$ cat src/rtl/tm_lif_pkg.sv
// Shared types and helpers for the time-multiplexed LIF scheduler.
package tm_lif_pkg;

  localparam int unsigned N_NEURONS_DEF = 8;
  localparam int unsigned W_DEF         = 8;
  localparam int unsigned SW_DEF        = $clog2(N_NEURONS_DEF);
  localparam int unsigned THR_RST       = 127;

  typedef enum logic [1:0] {IDLE, SCAN, STALL} sched_state_t;

  // Unsigned add clamped to max; callers size max to their own width.
  function automatic logic [31:0] sat_add(input logic [31:0] a, input logic [31:0] b,
                                          input logic [31:0] max);
    logic [32:0] s;
    s = {1'b0, a} + {1'b0, b};
    return (s > {1'b0, max}) ? max : s[31:0];
  endfunction

endpackage

$ cat src/rtl/spike_fifo.sv
// Synchronous spike event FIFO; pop and push may coincide when full.
module spike_fifo #(
  parameter int unsigned DEPTH = 4,
  parameter int unsigned DW    = 3
) (
  input  logic          clk,
  input  logic          rst,
  input  logic          push,
  input  logic [DW-1:0] push_data,
  input  logic          pop,
  output logic [DW-1:0] pop_data,
  output logic          full,
  output logic          empty
);

  localparam int unsigned AW = $clog2(DEPTH);

  logic [DW-1:0] mem_q [DEPTH];
  logic [AW-1:0] wr_q, rd_q;
  logic [AW:0]   count_q;
  logic          do_push, do_pop;

  assign full     = (count_q == (AW+1)'(DEPTH));
  assign empty    = (count_q == '0);
  assign pop_data = mem_q[rd_q];
  assign do_pop   = pop && !empty;
  assign do_push  = push && (!full || do_pop);

  always_ff @(posedge clk or posedge rst) begin
    if (rst) begin
      for (int unsigned i = 0; i < DEPTH; i++) mem_q[i] <= '0;
      wr_q    <= '0;
      rd_q    <= '0;
      count_q <= '0;
    end else begin
      if (do_push) begin
        mem_q[wr_q] <= push_data;
        wr_q        <= wr_q + 1'b1;
      end
      if (do_pop) rd_q <= rd_q + 1'b1;
      case ({do_push, do_pop})
        2'b10:   count_q <= count_q + 1'b1;
        2'b01:   count_q <= count_q - 1'b1;
        default: count_q <= count_q;
      endcase
    end
  end

endmodule

$ cat src/rtl/tm_lif_sched.sv
// Round-robin LIF neuron scheduler: per-slot state banks, one shared update
// datapath per cycle, spike events queued for the routing fabric.
module tm_lif_sched
  import tm_lif_pkg::*;
#(
  parameter int unsigned N_NEURONS  = N_NEURONS_DEF,
  parameter int unsigned W          = W_DEF,
  parameter int unsigned REFRACT    = 2,
  parameter int unsigned FIFO_DEPTH = 4,
  localparam int unsigned SW        = $clog2(N_NEURONS)
) (
  input  logic          clk,
  input  logic          rst,
  input  logic          run,
  input  logic          cfg_we,
  input  logic [SW-1:0] cfg_addr,
  input  logic [W-1:0]  cfg_data,
  input  logic          in_valid,
  output logic          in_ready,
  input  logic [SW-1:0] in_slot,
  input  logic [W-1:0]  in_current,
  output logic          spk_valid,
  input  logic          spk_ready,
  output logic [SW-1:0] spk_slot,
  output logic          frame_done,
  output logic [SW-1:0] cur_slot
);

  localparam logic [31:0] MAXV = (32'd1 << W) - 32'd1;

  sched_state_t  state_q;
  logic [SW-1:0] slot_q;
  logic          in_ready_q, frame_done_q;
  logic [W-1:0]  v_q   [N_NEURONS];
  logic [W-1:0]  acc_q [N_NEURONS];
  logic [W-1:0]  thr_q [N_NEURONS];
  logic [2:0]    rc_q  [N_NEURONS];

  logic          active, refr, fire, blocked, do_update, in_fire;
  logic          fifo_full, fifo_empty, fifo_pop, fifo_push;
  logic [W-1:0]  vn;

  // A firing slot may proceed into a full FIFO only if a pop frees a place this cycle.
  always_comb begin
    active    = (state_q != IDLE);
    refr      = (rc_q[slot_q] != 3'd0);
    vn        = W'(sat_add(32'(acc_q[slot_q]), 32'(v_q[slot_q] >> 1), MAXV));
    fire      = active && !refr && (vn >= thr_q[slot_q]);
    fifo_pop  = !fifo_empty && spk_ready;
    blocked   = fire && fifo_full && !fifo_pop;
    do_update = active && !blocked;
    fifo_push = fire && !blocked;
    in_fire   = in_valid && in_ready_q;
  end

  always_ff @(posedge clk or posedge rst) begin
    if (rst) begin
      state_q      <= IDLE;
      slot_q       <= '0;
      in_ready_q   <= 1'b0;
      frame_done_q <= 1'b0;
      for (int unsigned i = 0; i < N_NEURONS; i++) begin
        v_q[i]   <= '0;
        acc_q[i] <= '0;
        thr_q[i] <= W'(THR_RST);
        rc_q[i]  <= '0;
      end
    end else begin
      in_ready_q   <= 1'b1;
      frame_done_q <= 1'b0;
      if (cfg_we) thr_q[cfg_addr] <= cfg_data;
      if (in_fire)
        acc_q[in_slot] <= W'(sat_add(32'(acc_q[in_slot]), 32'(in_current), MAXV));
      if (do_update) begin
        if (refr) begin
          v_q[slot_q]  <= '0;
          rc_q[slot_q] <= rc_q[slot_q] - 3'd1;
        end else if (fire) begin
          v_q[slot_q]  <= '0;
          rc_q[slot_q] <= 3'(REFRACT);
        end else begin
          v_q[slot_q]  <= vn;
        end
        // Colliding input overrides the clear so it lands in the next frame.
        acc_q[slot_q] <= (in_fire && in_slot == slot_q) ? in_current : '0;
        if (slot_q == SW'(N_NEURONS - 1)) begin
          slot_q       <= '0;
          frame_done_q <= 1'b1;
          state_q      <= run ? SCAN : IDLE;
        end else begin
          slot_q  <= slot_q + 1'b1;
          state_q <= SCAN;
        end
      end else if (active) begin
        state_q <= STALL;
      end else if (run) begin
        state_q <= SCAN;
      end
    end
  end

  spike_fifo #(
    .DEPTH(FIFO_DEPTH),
    .DW   (SW)
  ) u_fifo (
    .clk      (clk),
    .rst      (rst),
    .push     (fifo_push),
    .push_data(slot_q),
    .pop      (fifo_pop),
    .pop_data (spk_slot),
    .full     (fifo_full),
    .empty    (fifo_empty)
  );

  assign in_ready   = in_ready_q;
  assign spk_valid  = !fifo_empty;
  assign frame_done = frame_done_q;
  assign cur_slot   = slot_q;

endmodule

$ cat config.mk
export PLATFORM = sky130hd
export DESIGN_NAME = tm_lif_sched
export DESIGN_NICKNAME = d
export VERILOG_FILES = /design/src/rtl/tm_lif_pkg.sv /design/src/rtl/spike_fifo.sv /design/src/rtl/tm_lif_sched.sv
export SDC_FILE = /design/constraint.sdc
export NUM_CORES = 1
export LEC_CHECK = 0
export ABC_AREA = 1
export CELL_PAD_IN_SITES_DETAIL_PLACEMENT = 1
export CELL_PAD_IN_SITES_GLOBAL_PLACEMENT = 1
export CORE_ASPECT_RATIO = 2
export CORE_UTILIZATION = 51
export DETAILED_ROUTE_END_ITERATION = 12
export DONT_BUFFER_PORTS = 1
export PLACE_DENSITY = 0.92
export SYNTH_ARGS = -nofsm -noshare
export SYNTH_HDL_FRONTEND = slang
export SYNTH_SLANG_ARGS = --single-unit
$ cat constraint.sdc
create_clock -name clk -period 13.1 [get_ports clk]
set_input_delay 2.62 -clock clk [delete_from_list [all_inputs] [get_ports clk]]
set_output_delay 2.62 -clock clk [all_outputs]
set_load 0.02 [all_outputs]
==> metrics.md, run 1 <==
| Metric | Value |
|---|---|
| Status | `finished clean` |
| PD cells | `320 mW/mm²` |
| Nets | `1875` |
| Async SR Flop Fraction | `100%` |
| Register share of total power | `26.7%` |
| Post-synthesis compound-gate area fraction | `13.0%` |
| Max IR drop VDD | `roughly 0.21 mV` |
| Highest Signal Layer | `met5` |
| RR Startpoint | `cur_slot[0]$_DFFE_PP0N_` |
| Metal3 WL | `3.99 mm` |
| Leak pwr | `7.47 nW` |
| Slew Limit Fails | `0` |
| Syn Inst Count | `1843` |
| Post-Synth Simple-Gate Area | `a little under a third` |
| Combinational Power Share | `58.9%` |
| Routed len/inst | `between 20 and 25 µm` |
| Max-Slew Margin vs Limit | `26.3%` |
| WL final | `52.3 mm` |
| Largest family of logic cells by synthesized area | `simple AND/OR/NAND/NOR gates` |
| P_sw | `around 2.5 mW` |
| Core region area | `between 0.02 and 0.03 mm²` |
| CP startpoint | `cur_slot[0]$_DFFE_PP0N_` |
| Post-Layout Cell Count | `2173` |
| Final Cell Area | `between 0.01 and 0.015 mm²` |
| Critical path required time | `13.53 ns` |
| Number of synthesized flops with an enable pin | `0` |
| Dominant synthesized flop cell | `dfrtp_1` |
| Critical path launch point type | `flip-flop` |
| Hpwl dp | `35.8 mm` |
| Crit Path Category | `flip-flop to flip-flop` |
| Post-Synth XOR/XNOR Area | `0.907%` |
| Worst Skew | `0.0105 ns` |
| Slowest library cell on the worst path | `dfrtp_1` |
| Sw Ratio | `55.0%` |
| Register area | `0.00593 mm²` |
| Util after Layout | `55.3%` |
| Num CTS Buffers | `23` |
| Hold path start | `u_fifo.mem_q[6]$_DFFE_PP0P_` |
| Post-CTS Hold Fix Bufs | `0` |
| Synth Register Bits | `234` |
| Clock slew at reported path FFs | `0.07 ns` |
| CP cell instances | `inv_2 > nand2_1 > inv_1 > buf_4 > a221oi_1 > o2111ai_1 > ha_1 > nand2_1 > inv_1 > nand3_1 > nand3_1 > nand2_1 > nand2_1 > nand2_1 > nand3_1 > ha_1 > a21o_1 > nor2_1 > nand3_2 > a31oi_4 > nand2_1 > nand2_1 > nand2_1` |
| Fin crit period | `7.12 ns` |
| H-tree levels | `1` |
| Synth top cells by count | `nand2_1, inv_1, dfrtp_1` |
| Starting Density | `51.6%` |
| DR vias | `13400` |
| Post-synthesis mux area share | `0%` |
| Vias per cell | `approximately 6.2` |
| Cell mode on critical path | `nand2_1` |
| Metal-1 WL | `about 17 mm` |
| Slew @ Worst Pin | `about 1.1 ns` |
| Synth Area in Adders | `under 10%` |
| Count leader, synth | `nand2_1` |
| Fillers | `3403` |
| Die footprint | `approximately 0.027 mm²` |
| Final setup vio count | `0` |
| CP arrival | `7.55 ns` |
| Clock root buffer | `clkbuf_16` |
| Area Overhead vs Synth | `7.00%` |
| Tcrit/Tclk final | `~54%` |
| First-pass iteration count of the detailed router | `5` |
| Worst Setup End Kind | `flip-flop` |
| Skew-Pair Late Insertion Delay | `0.55 ns` |
| Yosys top cell by area | `dfrtp_1` |
| Die Y | `~230 µm` |
| Post-Syn Area | `0.0135 mm²` |
| # diodes | `0` |
| Die Span X | `117 µm` |
| Clock Path Buffers | `3` |
| Number of global-route vias before repair | `between 10000 and 15000` |
| Yosys cell types | `48` |
| Cell internal pwr | `2.08 mW` |
| Post-DP Area | `roughly 0.014 mm²` |
| Crit-path max cell delay | `0.96 ns` |
| CTS resizes | `0` |
| Worst min path class | `flip-flop to flip-flop` |
| Remaining global-route overflow | `0` |
| CTS tree | `yes` |
| Sequential area share after synthesis | `between 40% and 50%` |
| DP Cell Count | `2131` |
| Largest net degree at the start of global routing | `about 150` |
| Area share of the largest cell type after synthesis | `33.0%` |
| Number of setup buffers added after CTS | `0` |
| RSZ-0062 raised after global routing | `no` |
| Setup tns final | `0 ns` |
| Worst Path Max Fanout | `28` |
| Area of the multi-input gates | `0.00646 mm²` |
| Global-route wire length before repair | `81.4 mm` |
| GRT Resource Usage Total | `40.8%` |
| Area contributors post-synth | `dfrtp_1, nand2_1, dfstp_2, o21ai_0, inv_1` |
| Fmax achieved | `0.140 GHz` |
| Synth Area per Inst | `7.33 µm²` |
| Layout cell share with drive strength beyond 1 | `8.04%` |
| Initial DRC count | `1097` |
| Final RePlAce weighted congestion | `between 1 and 1.5` |
| Core Rows | `84` |
| Buffers added on ports | `0` |
| DR DRC count | `0` |
| Final hold viol count | `0` |
| WL met2 | `25.9 mm` |
| CTS sink count | `234` |
| Total of max-cap violations | `0` |
| Yosys warning total | `0` |
| Routed Antenna Nets | `0` |
| Antenna violations before repair | `1` |
| Syn_nets | `about 1900` |
| Num ports | `37` |
| Clock share of power | `14.4%` |
## metrics by stage
step | setup WS [ns] | power (mW) | hold slack (ns)
floorplan | 4.15 | 3.00 | 0.448
global placement | 6.51 | 3.69 | 0.461
detailed placement | 6.22 | 3.83 | 0.470
CTS | 6.19 | 4.54 | 0.486
global route | 5.65 | 4.91 | 0.512
finish | 5.98 | 4.62 | 0.486
## final timing paths
check	endpoint	slack, ns	depth (start not counted)
hold / removal	u_fifo.mem_q[6]$_DFFE_PP0P_	0.49	2
setup reg to reg	v_q[12]$_DFFE_PP0P_	5.98	23
max in group asynchronous	v_q[57]$_DFFE_PP0P_	9.24	2
setup / recovery	v_q[12]$_DFFE_PP0P_	5.98	23
hold reg to reg	u_fifo.mem_q[6]$_DFFE_PP0P_	0.49	2
min in group asynchronous	in_ready$_DFF_PP0_	2.18	1
## power by group through the flow
stage | logic, mW | clock network (mW) | registers [mW]
2_1_floorplan | 1.87 | 0 | 1.13
3_3_place_gp | 2.47 | 0 | 1.22
3_5_place_dp | 2.60 | 0 | 1.23
4_1_cts | 2.65 | 0.668 | 1.22
5_1_grt | 2.97 | 0.691 | 1.25
6_report | 2.73 | 0.665 | 1.23
## registers in the layout, summed over array words and instances, names as in the netlist
signal,flops
thr_q,64
v_q,56
cur_slot,3
frame_done,1
u_fifo.rd_q,2
u_fifo.count_q,3
acc_q,64
u_fifo.wr_q,2
state_q,2
in_ready,1
u_fifo.mem_q,12
rc_q,24
## cells in the final DEF, fill, tap and decap left out, drive strengths merged
cell type	instances
nand2	758
inv	209
dfrtp	178
o21ai	159
nand3	78
nor2	75
nand4	59
dfstp	56
clkbuf	34
ha	32
a22oi	31
a21oi	30
o22ai	28
a221oi	25
buf	17
o2111ai	11
xor2	8
nor3	8
clkinv	8
xnor2	6
fa	3
a21o	2
or2	2
a22o	2
a31oi	1
o2bb2ai	1
or4	1
or3	1
o21bai	1
a211oi	1
nand3b	1
clkinvlp	1
bufinv	1
conb	1
## cell families after synthesis
kind of cell	count (synthesis)
simple gates	983
compound gates	292
buf+inv	284
flops	234
fa+ha+maj	35
xor+xnor	14
other cells	1
## worst max-delay path, delay by kind of cell (launching register included)
family          cells  cell delay, ns
compound gates      4            1.41
fa+ha+maj           2            0.75
buf+inv             4            1.03
flops               1            0.96
simple gates       13            2.83
## layout make-up
class | count | area share [%]
clock buffers | 34 | 4.47
clock inverters | 8 | 0.502
inverters | 211 | 5.53
multi-input cells | 1325 | 44.7
flip-flops and latches | 234 | 41.0
well taps | 344 | 2.98
repair buffers | 17 | 0.882
## metal layers
| layer | vias to the layer above | GRT usage, % |
|---|---|---|
| met3 | 352 | 11.2 |
| met1 | 6461 | 40.6 |
| met4 | 2 | 37.8 |
| met5 | - | 0 |
| li1 | 5905 | - |
| met2 | 663 | 67.2 |
Note: power is estimated with default switching activity, not from simulation.
==> run 2: changes to the inputs <==
CORE_UTILIZATION = 43   (was 51)
PLACE_DENSITY = 0.83   (was 0.92)
clock period = 5.9 ns   (was 13.1 ns; I/O delays follow)
==> metrics.md, run 2 (synthesis gave the netlist of run 1 again) <==
| Metric | Value |
|---|---|
| First-pass iteration count of the detailed router | `5 (unchanged)` |
| Top flop regs | `acc_q: 64 flops, thr_q: 64 flops, v_q: 56 flops (unchanged)` |
| Area Overhead vs Synth | `11.1% (was 7.00%)` |
| Reg2reg end | `u_fifo.count_q[2]$_DFFE_PP0P_ (was v_q[12]$_DFFE_PP0P_)` |
| Worst Path Max Fanout | `9 (was 28)` |
| Status | `finished clean (unchanged)` |
| Hold Path Depth | `2 (unchanged)` |
| Setup tns final | `0 ns (unchanged)` |
| Starting Density | `43.8% (was 51.6%)` |
| Leading cell type in the layout, fill and taps excluded | `nand2_1 (unchanged)` |
| Die Span X | `127 µm (was 117 µm)` |
| Clock slew at reported path FFs | `0.07 ns (about the same)` |
| Fillers | `3909 (was 3403)` |
| Hold path start | `rc_q[1]$_DFFE_PP0P_ (was u_fifo.mem_q[6]$_DFFE_PP0P_)` |
| Slew @ Worst Pin | `1.24 ns (was 1.11 ns)` |
| Max-Slew Margin vs Limit | `17.0% (was 26.3%)` |
| Die Y | `253 µm (was 232 µm)` |
| Vias per cell | `5.81 (was 6.16)` |
| Routed len/inst | `22.5 µm (was 24.1 µm)` |
| Final hold viol count | `0 (unchanged)` |
| Total of max-cap violations | `0 (unchanged)` |
| Post-CTS Hold Fix Bufs | `0 (unchanged)` |
| Core Rows | `91 (was 84)` |
| Final setup vio count | `0 (unchanged)` |
| Hpwl dp | `37.2 mm (was 35.8 mm)` |
| Slowest library cell on the worst path | `dfrtp_1 (unchanged)` |
| Max IR drop VDD | `0.414 mV (was 0.212 mV)` |
| CTS tree | `yes (unchanged)` |
| Slew Limit Fails | `0 (unchanged)` |
| PD cells | `716 mW/mm² (was 320 mW/mm²)` |
| Num CTS Buffers | `24 (was 23)` |
| Clock Path Buffers | `3 (unchanged)` |
| Initial DRC count | `809 (was 1097)` |
| Cell mode on critical path | `nand2_1 (unchanged)` |
| Fmax achieved | `0.178 GHz (was 0.140 GHz)` |
| Fin crit period | `5.63 ns (was 7.12 ns)` |
| DR DRC count | `0 (unchanged)` |
| Crit Path Category | `flip-flop to flip-flop (unchanged)` |
| Post-Layout Cell Count | `2281 (was 2173)` |
| Worst min path class | `flip-flop to flip-flop (unchanged)` |
| DR vias | `13200 (was 13400)` |
| WL final | `51.3 mm (was 52.3 mm)` |
| Layout cell share with drive strength beyond 1 | `10.3% (was 8.04%)` |
| Remaining global-route overflow | `0 (unchanged)` |
| Worst Skew | `0.0168 ns (was 0.0105 ns)` |
| R2R setup slack | `0.27 ns (was 5.98 ns)` |
| Final RePlAce weighted congestion | `0.945 (was 1.00)` |
| CP arrival | `6.06 ns (was 7.55 ns)` |
| DP Cell Count | `2232 (was 2131)` |
| Buf+Inv Stages, Crit Path | `3 (was 4)` |
| Util after Layout | `48.7% (was 55.3%)` |
| Buffers added on ports | `0 (unchanged)` |
| Die footprint | `0.0322 mm² (was 0.0272 mm²)` |
| R2R cell count | `28 (was 23)` |
| Crit-path max cell delay | `0.54 ns (was 0.96 ns)` |
| Nets | `1907 (was 1875)` |
| RR Startpoint | `cur_slot[1]$_DFFE_PP0N_ (was cur_slot[0]$_DFFE_PP0N_)` |
| Power, Total | `10.7 mW (was 4.62 mW)` |
| Clock root buffer | `clkbuf_16 (unchanged)` |
| Global-route wire length before repair | `80.5 mm (was 81.4 mm)` |
| Worst Setup End Kind | `flip-flop (unchanged)` |
| Critical path required time | `6.33 ns (was 13.53 ns)` |
| Commonest non-fill, non-tap cells in the layout | `nand2_1, inv_1, dfrtp_1 (unchanged)` |
| Number of global-route vias before repair | `14500 (was 14600)` |
| Skew-Pair Late Insertion Delay | `0.55 ns (about the same)` |
| Antenna violations before repair | `0 (was 1)` |
| Largest net degree at the start of global routing | `164 (was 151)` |
| Critical path launch point type | `flip-flop (unchanged)` |
| Core region area | `0.0309 mm² (was 0.0262 mm²)` |
| CTS sink count | `234 (unchanged)` |
| Worst Hold End | `rc_q[1]$_DFFE_PP0P_ (was u_fifo.mem_q[6]$_DFFE_PP0P_)` |
| Top delay family on crit path | `simple AND/OR/NAND/NOR gates (unchanged)` |
| Leak pwr | `7.73 nW (was 7.47 nW)` |
| GRT Resource Usage Total | `33.0% (was 40.8%)` |
| H-tree levels | `1 (unchanged)` |
| Routed Antenna Nets | `0 (unchanged)` |
| Tcrit/Tclk final | `95.4% (was 54.4%)` |
| Num ports | `37 (unchanged)` |
==> run 2: cell types whose count changed in the layout (fill, tap and decap cells not counted), sizes merged <==
cell / previous run / this run
inv: 209 / 210
buf: 17 / 48
clkbuf: 34 / 35
diode: 0 / 1
==> run 2: area by class of cell <==
class / instances / area (µm²) / area share (%)
Clock inverter: 9 / 73.8 / 0.492
Antenna cell: 1 / 2.50 / 0.0167
Tap cell: 418 / 523 / 3.48
Inverter: 211 / 796 / 5.30
Clock buffer: 35 / 801 / 5.33
Sequential cell: 234 / 5930 / 39.5
Multi-Input combinational cell: 1325 / 6480 / 43.2
Timing Repair Buffer: 48 / 410 / 2.73
==> run 2: layer usage <==
metal	vias to the layer above	track usage [%]	share of wire (%)
li1	5975	-	-
met1	6519	32.0	34
met2	492	60.6	53
met3	256	4.97	4.7
met4	0	27.8	8.7
met5	-	0	0
==> run 2: worst max-delay path by stage <==
| stage | cells after the start | to | slack, ns | startpoint |
|---|---|---|---|---|
| 2_1_floorplan | 28 | u_fifo.count_q[2]$_DFFE_PP0P_ | 0.81 | cur_slot[1]$_DFFE_PP0N_ |
| 6_report | 28 | u_fifo.count_q[2]$_DFFE_PP0P_ | 0.27 | cur_slot[1]$_DFFE_PP0N_ |
| 5_1_grt | 26 | acc_q[29]$_DFF_PP0_ | -0.02 | cur_slot[1]$_DFFE_PP0N_ |
| 4_1_cts | 23 | acc_q[51]$_DFF_PP0_ | 0.08 | cur_slot[2]$_DFFE_PP0N_ |
| 3_3_place_gp | 20 | acc_q[50]$_DFF_PP0_ | 0.57 | cur_slot[2]$_DFFE_PP0N_ |
| 3_5_place_dp | 23 | acc_q[52]$_DFF_PP0_ | 0.23 | cur_slot[2]$_DFFE_PP0N_ |
==> run 2: repair_timing <==
item	4_1_cts	5_1_grt
setup endpoints to repair	0	140
setup buffers	0	4
gates resized for setup	0	7
==> run 2: report_power, final <==
part,internal [mW],total [mW],switching (mW)
Combinational,1.83,6.39,4.56
Sequential,2.25,2.66,0.410
Clock,0.992,1.69,0.702
Total,5.08,10.7,5.67
==> run 2: worst min-delay path: cells and delay by family (launching register included) <==
family | cells | cell delay (ns)
AND/OR/NAND/NOR | 2 | 0.11
flip-flops | 1 | 0.34
==> run 2: per-stage QoR <==
| step | hold slack [ns] | instance area, µm² | setup slack [ns] |
|---|---|---|---|
| after global placement | 0.462 | 14100 | 0.567 |
| after CTS | 0.486 | 15000 | 0.0799 |
| after floorplan | 0.448 | 13500 | 0.809 |
| final | 0.481 | 15000 | 0.269 |
| after global routing | 0.506 | 15000 | -0.0246 |
| after detailed placement | 0.469 | 14100 | 0.234 |
==> run 3: changes to the inputs <==
CORE_UTILIZATION = 35   (was 43)
PLACE_DENSITY = 0.71   (was 0.83)
SETUP_SLACK_MARGIN = 0.1   (was not set)
==> metrics.md, run 3 (synthesis gave the netlist of run 1 again) <==
| Metric | Value |
|---|---|
| Status | `finished clean (unchanged)` |
| Critical path launch point type | `flip-flop (unchanged)` |
| Final RePlAce weighted congestion | `0.932 (was 0.945)` |
| PD cells | `712 mW/mm² (was 716 mW/mm²)` |
| RR Startpoint | `cur_slot[1]$_DFFE_PP0N_ (unchanged)` |
| Critical path required time | `6.35 ns (was 6.33 ns)` |
| Global-route wire length before repair | `82.7 mm (was 80.5 mm)` |
| DR vias | `12900 (was 13200)` |
| Tcrit/Tclk final | `92.8% (was 95.4%)` |
| Sw Ratio | `53.5% (was 52.8%)` |
| Register share of total power | `24.8% (about the same)` |
| Total of max-cap violations | `0 (unchanged)` |
| DR DRC count | `0 (unchanged)` |
| Setup tns final | `0 ns (unchanged)` |
| Max IR drop VDD | `0.333 mV (was 0.414 mV)` |
| Starting Density | `35.5% (was 43.8%)` |
| Worst Setup End Kind | `flip-flop (unchanged)` |
| Combinational Power Share | `59.3% (was 59.4%)` |
| Highest Signal Layer | `met4 (unchanged)` |
| Worst Skew | `0.0248 ns (was 0.0168 ns)` |
| Antenna violations before repair | `0 (unchanged)` |
| Clock share of power | `15.9% (was 15.8%)` |
| Final Cell Area | `0.0152 mm² (was 0.0150 mm²)` |
| CP startpoint | `cur_slot[1]$_DFFE_PP0N_ (unchanged)` |
| Buffers added on ports | `0 (unchanged)` |
| P_sw | `5.79 mW (was 5.67 mW)` |
| Metal-1 WL | `18.5 mm (was 17.2 mm)` |
| # diodes | `0 (was 1)` |
| Area Overhead vs Synth | `12.4% (was 11.1%)` |
| Core Rows | `101 (was 91)` |
| Initial DRC count | `688 (was 809)` |
| WL final | `53.4 mm (was 51.3 mm)` |
| Remaining global-route overflow | `0 (unchanged)` |
| Number of global-route vias before repair | `14200 (was 14500)` |
| Post-DP Area | `0.0142 mm² (was 0.0141 mm²)` |
| Largest net degree at the start of global routing | `158 (was 164)` |
| Clock slew at reported path FFs | `0.07 ns (about the same)` |
| Cell internal pwr | `5.02 mW (was 5.08 mW)` |
| Core region area | `0.0380 mm² (was 0.0309 mm²)` |
| Num ports | `37 (unchanged)` |
| Clock Path Buffers | `3 (unchanged)` |
| Critical Path Sink | `u_fifo.count_q[2]$_DFFE_PP0P_ (unchanged)` |
| Worst Path Max Fanout | `11 (was 9)` |
| Crit Path Category | `flip-flop to flip-flop (unchanged)` |
| Slew @ Worst Pin | `1.14 ns (was 1.24 ns)` |
| Routed len/inst | `22.4 µm (was 22.5 µm)` |
| Skew-Pair Late Insertion Delay | `0.58 ns (was 0.55 ns)` |
| GRT Resource Usage Total | `27.9% (was 33.0%)` |
| Die Span X | `141 µm (was 127 µm)` |
| Routed Antenna Nets | `0 (unchanged)` |
| Leading cell type in the layout, fill and taps excluded | `nand2_1 (unchanged)` |
| RSZ-0062 raised after global routing | `yes` |
| Reg2reg end | `u_fifo.count_q[2]$_DFFE_PP0P_ (unchanged)` |
| Worst min path class | `flip-flop to flip-flop (unchanged)` |
| Fmax achieved | `0.183 GHz (was 0.178 GHz)` |
| First-pass iteration count of the detailed router | `5 (unchanged)` |
| CTS sink count | `234 (unchanged)` |
| Nets | `1907 (unchanged)` |
| Leak pwr | `7.71 nW (was 7.73 nW)` |
| Commonest non-fill, non-tap cells in the layout | `nand2_1, inv_1, dfrtp_1 (unchanged)` |
| Metal3 WL | `2.16 mm (was 2.43 mm)` |
| Clock root buffer | `clkbuf_16 (unchanged)` |
| Fin crit period | `5.47 ns (was 5.63 ns)` |
| Vias per cell | `5.44 (was 5.81)` |
| CP arrival | `5.93 ns (was 6.06 ns)` |
| Top flop regs | `acc_q: 64 flops, thr_q: 64 flops, v_q: 56 flops (unchanged)` |
| WL met2 | `28.2 mm (was 27.2 mm)` |
| R2R cell count | `27 (was 28)` |
| H-tree levels | `1 (unchanged)` |
| Final setup vio count | `0 (unchanged)` |
| Max-Slew Margin vs Limit | `23.8% (was 17.0%)` |
| Die Y | `280 µm (was 253 µm)` |
| Hpwl dp | `39.2 mm (was 37.2 mm)` |
| R2R setup slack | `0.43 ns (was 0.27 ns)` |
| Final hold viol count | `0 (unchanged)` |
| Layout cell share with drive strength beyond 1 | `10.7% (was 10.3%)` |
| Slew Limit Fails | `0 (unchanged)` |
| CTS tree | `yes (unchanged)` |
| Die footprint | `0.0395 mm² (was 0.0322 mm²)` |
| Num CTS Buffers | `25 (was 24)` |
-- run 3: cell types whose count changed in the layout (fill, tap and decap cells not counted), moves of 3 or more --
| cell | before | now |
|---|---|---|
| inv_4 | 3 | 0 |
| nand3_2 | 5 | 2 |
| clkbuf_16 | 31 | 25 |
| clkbuf_1 | 3 | 0 |
| nand3_4 | 2 | 5 |
| clkinvlp_4 | 1 | 8 |
-- run 3: per-stage QoR --
| stage | hold slack [ns] | util, % | setup WS, ns | power (mW) | std cells |
|---|---|---|---|---|---|
| floorplan | 0.448 | - | 0.809 | 6.67 | 1843 |
| global placement | 0.462 | 37.4 | 0.279 | 8.77 | 2330 |
| detailed placement | 0.468 | 37.4 | 0.143 | 8.92 | 2330 |
| CTS | 0.489 | 39.7 | 0.129 | 10.7 | 2376 |
| global route | 0.493 | 39.9 | -0.00419 | 11.6 | 2378 |
| finish | 0.484 | 39.9 | 0.426 | 10.8 | 2378 |
-- run 3: area by class of cell --
class,count,area [µm²]
inverters,211,796
multi-input cells,1325,6530
flip-flops and latches,234,5930
well taps,515,644
repair buffers,47,415
clock inverters,18,205
fillers,4716,22900
clock buffers,28,667
-- run 3: worst max-delay path: stages (launching register included) --
cell,delay [ns]
dfrtp_2,0.46
inv_1,0.09
buf_4,0.19
nand3_2,0.10
buf_4,0.21
o22ai_1,0.10
a221oi_1,0.22
o2111ai_1,0.20
ha_1,0.31
fa_1,0.50
nand3_1,0.11
nand3_1,0.11
nand2_1,0.08
nand2_1,0.08
nand2_2,0.14
nand3_1,0.09
buf_4,0.18
ha_1,0.32
a21o_1,0.19
nor2_1,0.21
nand3_4,0.18
nand4_2,0.21
ha_1,0.18
inv_1,0.07
fa_1,0.38
a21oi_1,0.15
o21ai_0,0.12
xor2_1,0.15
-- run 3: layer usage --
layer | vias to the layer above | global-route usage, %
met5 | - | 0
met3 | 222 | 4.03
met1 | 6334 | 27.3
li1 | 5974 | -
met4 | 0 | 22.6
met2 | 402 | 51.7
-- run 3: power by group through the flow --
stage               Clock [mW]  Combinational (mW)  Sequential (mW)
finish                    1.72                6.41             2.68
global route              1.81                7.05             2.73
CTS                       1.75                6.29             2.66
detailed placement           0                6.23             2.68
global placement             0                6.11             2.67
floorplan                    0                4.15             2.52
-- run 3: worst min path at each step --
stage	startpoint	to	slack, ns	cells past startpoint
floorplan	u_fifo.mem_q[5]$_DFFE_PP0P_	u_fifo.mem_q[5]$_DFFE_PP0P_	0.45	2
global placement	rc_q[12]$_DFFE_PP0P_	rc_q[12]$_DFFE_PP0P_	0.46	2
detailed placement	rc_q[21]$_DFFE_PP0P_	rc_q[21]$_DFFE_PP0P_	0.47	2
CTS	rc_q[12]$_DFFE_PP0P_	rc_q[12]$_DFFE_PP0P_	0.49	2
global route	rc_q[7]$_DFFE_PP0P_	rc_q[7]$_DFFE_PP0P_	0.49	2
finish	rc_q[7]$_DFFE_PP0P_	rc_q[7]$_DFFE_PP0P_	0.48	2
-- run 3: repair_timing --
| item | in CTS | in global routing |
|---|---|---|
| pin swaps | 0 | 0 |
| hold buffers | 0 | 0 |
| gates resized for setup | 1 | 15 |
| hold endpoints to repair | 0 | 0 |
| setup endpoints to repair | 1 | 145 |
| setup buffers | 0 | 2 |
==> edit: new RTL, flow settings as in run 3 <==
Put a register stage on the output `spk_slot`. The value now appears one clock later. The other outputs are not delayed to match.
--- a/src/rtl/tm_lif_sched.sv
+++ b/src/rtl/tm_lif_sched.sv
@@ -28,4 +28,6 @@
 
   localparam logic [31:0] MAXV = (32'd1 << W) - 32'd1;
+
+  logic [SW-1:0] spk_slot_d;
 
   sched_state_t  state_q;
@@ -109,5 +111,5 @@
     .push_data(slot_q),
     .pop      (fifo_pop),
-    .pop_data (spk_slot),
+    .pop_data (spk_slot_d),
     .full     (fifo_full),
     .empty    (fifo_empty)
@@ -119,4 +121,8 @@
   assign cur_slot   = slot_q;
 
+  always_ff @(posedge clk) begin
+    spk_slot <= spk_slot_d;
+  end
+
 endmodule
 
Check against the original RTL: not equivalent (Yosys sat finds a counterexample within 4 cycles, from zero or initial values and one cycle with rst high).
==> edit against run 3 <==
Global-route usage increased by 1.1 points; sequential cell count increased by 3; design area decreased by 0.87%; count of clock-buffer cells in the layout increased by 12; setup slack improved by 52 ps; wire length increased by 4.3%; non-clock buffer count decreased by 1; synthesized area decreased by 0.14%; power decreased by 3.2%; highest routed layer unchanged.
==> edit: results (changes against run 3) <==
[metrics] startpoint of the most critical register-to-register path: cur_slot[0]$_DFFE_PP0N_
[metrics] total number of vias: 12740 (-1.5%)
[metrics] Worst path max stage delay: 450 ps (-50 ps)
[metrics] run status: complete, no violations
[metrics] clock tree skew after final layout: 20.58 ps (-4.269 ps)
[metrics] Detail Route met2 WL: 29290 um (+3.8%)
[metrics] routability congestion estimate: 0.9944 (+6.7%)
[metrics] commonest cells in the synthesized netlist: nand2_1 (709), inv_1 (203), dfrtp_1 (178)
[metrics] compound-gate portion of the synthesized area: 13.65% (+0.64 points)
[metrics] met1 layer usage reported by global route: 27.92% (+0.59 points)
[metrics] number of signal-net buffers in the layout: 46 (-2.1%)
[metrics] number of clock-tree buffers in the layout: 40 (+43%)
[metrics] depth of the most critical reg-to-reg path: 26 (-3.7%)
[metrics] fraction of power consumed by sequential logic: 26.4% (+1.6 points)
[metrics] PD cells: 694.9 nW/um^2 (-2.4%)
[metrics] switching pwr: 0.005568 W (-3.8%)
[metrics] worst-skew pair later-pin latency: 560 ps (-20 ps)
[metrics] worst hold path type: primary input to async pin
[metrics] per-cell via count in the routed design: 5.427 (-0.20%)
[metrics] synthesized cell area: 13500 sq um (-0.14%)
[metrics] cell family contributing the most delay on the critical path: simple AND/OR/NAND/NOR gates
[metrics] Worst Tran Pin Value: 1152 ps (+15.23 ps)
[metrics] Non-clock buffer share: 2.543% (-0.19 points)
[metrics] Tot GR Track Use: 29.04% (+1.1 points)
[metrics] gate count of the mapped netlist: 1814 (-1.6%)
[metrics] Synth async-reset ratio: 98.73% (-1.3 points)
[metrics] flop and latch count out of synthesis: 237 (+1.3%)
[metrics] layout multi-input combinational cell count: 1292 (-2.5%)
[metrics] Layout Area Growth over Synthesis: 11.53%
[metrics] area of all sequential standard cells: 5989 sq um (+1.0%)
[metrics] Slowest cell on crit path: dfrtp_2
[metrics] final wirelength: 55680 um (+4.3%)
[metrics] detailed-placement wirelength estimate: 40690 um (+3.8%)
-- edit: changes by cell type after synthesis, moves of 3 or more --
cell,before,now
o2111ai_1,11,15
dfxtp_1,0,3
nand4_1,57,48
nor2_1,69,84
nand3_1,71,62
nand2_1,755,709
buf_1,7,3
o21ai_0,153,161
a221oi_1,25,30
a22oi_1,31,25
buf_2,25,21
o2bb2ai_1,1,4
buf_4,8,15
-- edit: worst max path at each step --
stage / to / from
floorplan: u_fifo.count_q[2]$_DFFE_PP0P_ / cur_slot[0]$_DFFE_PP0N_
global placement: acc_q[43]$_DFF_PP0_ / cur_slot[1]$_DFFE_PP0N_
detailed placement: acc_q[47]$_DFF_PP0_ / cur_slot[1]$_DFFE_PP0N_
CTS: acc_q[42]$_DFF_PP0_ / cur_slot[1]$_DFFE_PP0N_
global route: u_fifo.count_q[2]$_DFFE_PP0P_ / cur_slot[1]$_DFFE_PP0N_
finish: u_fifo.count_q[2]$_DFFE_PP0P_ / cur_slot[0]$_DFFE_PP0N_
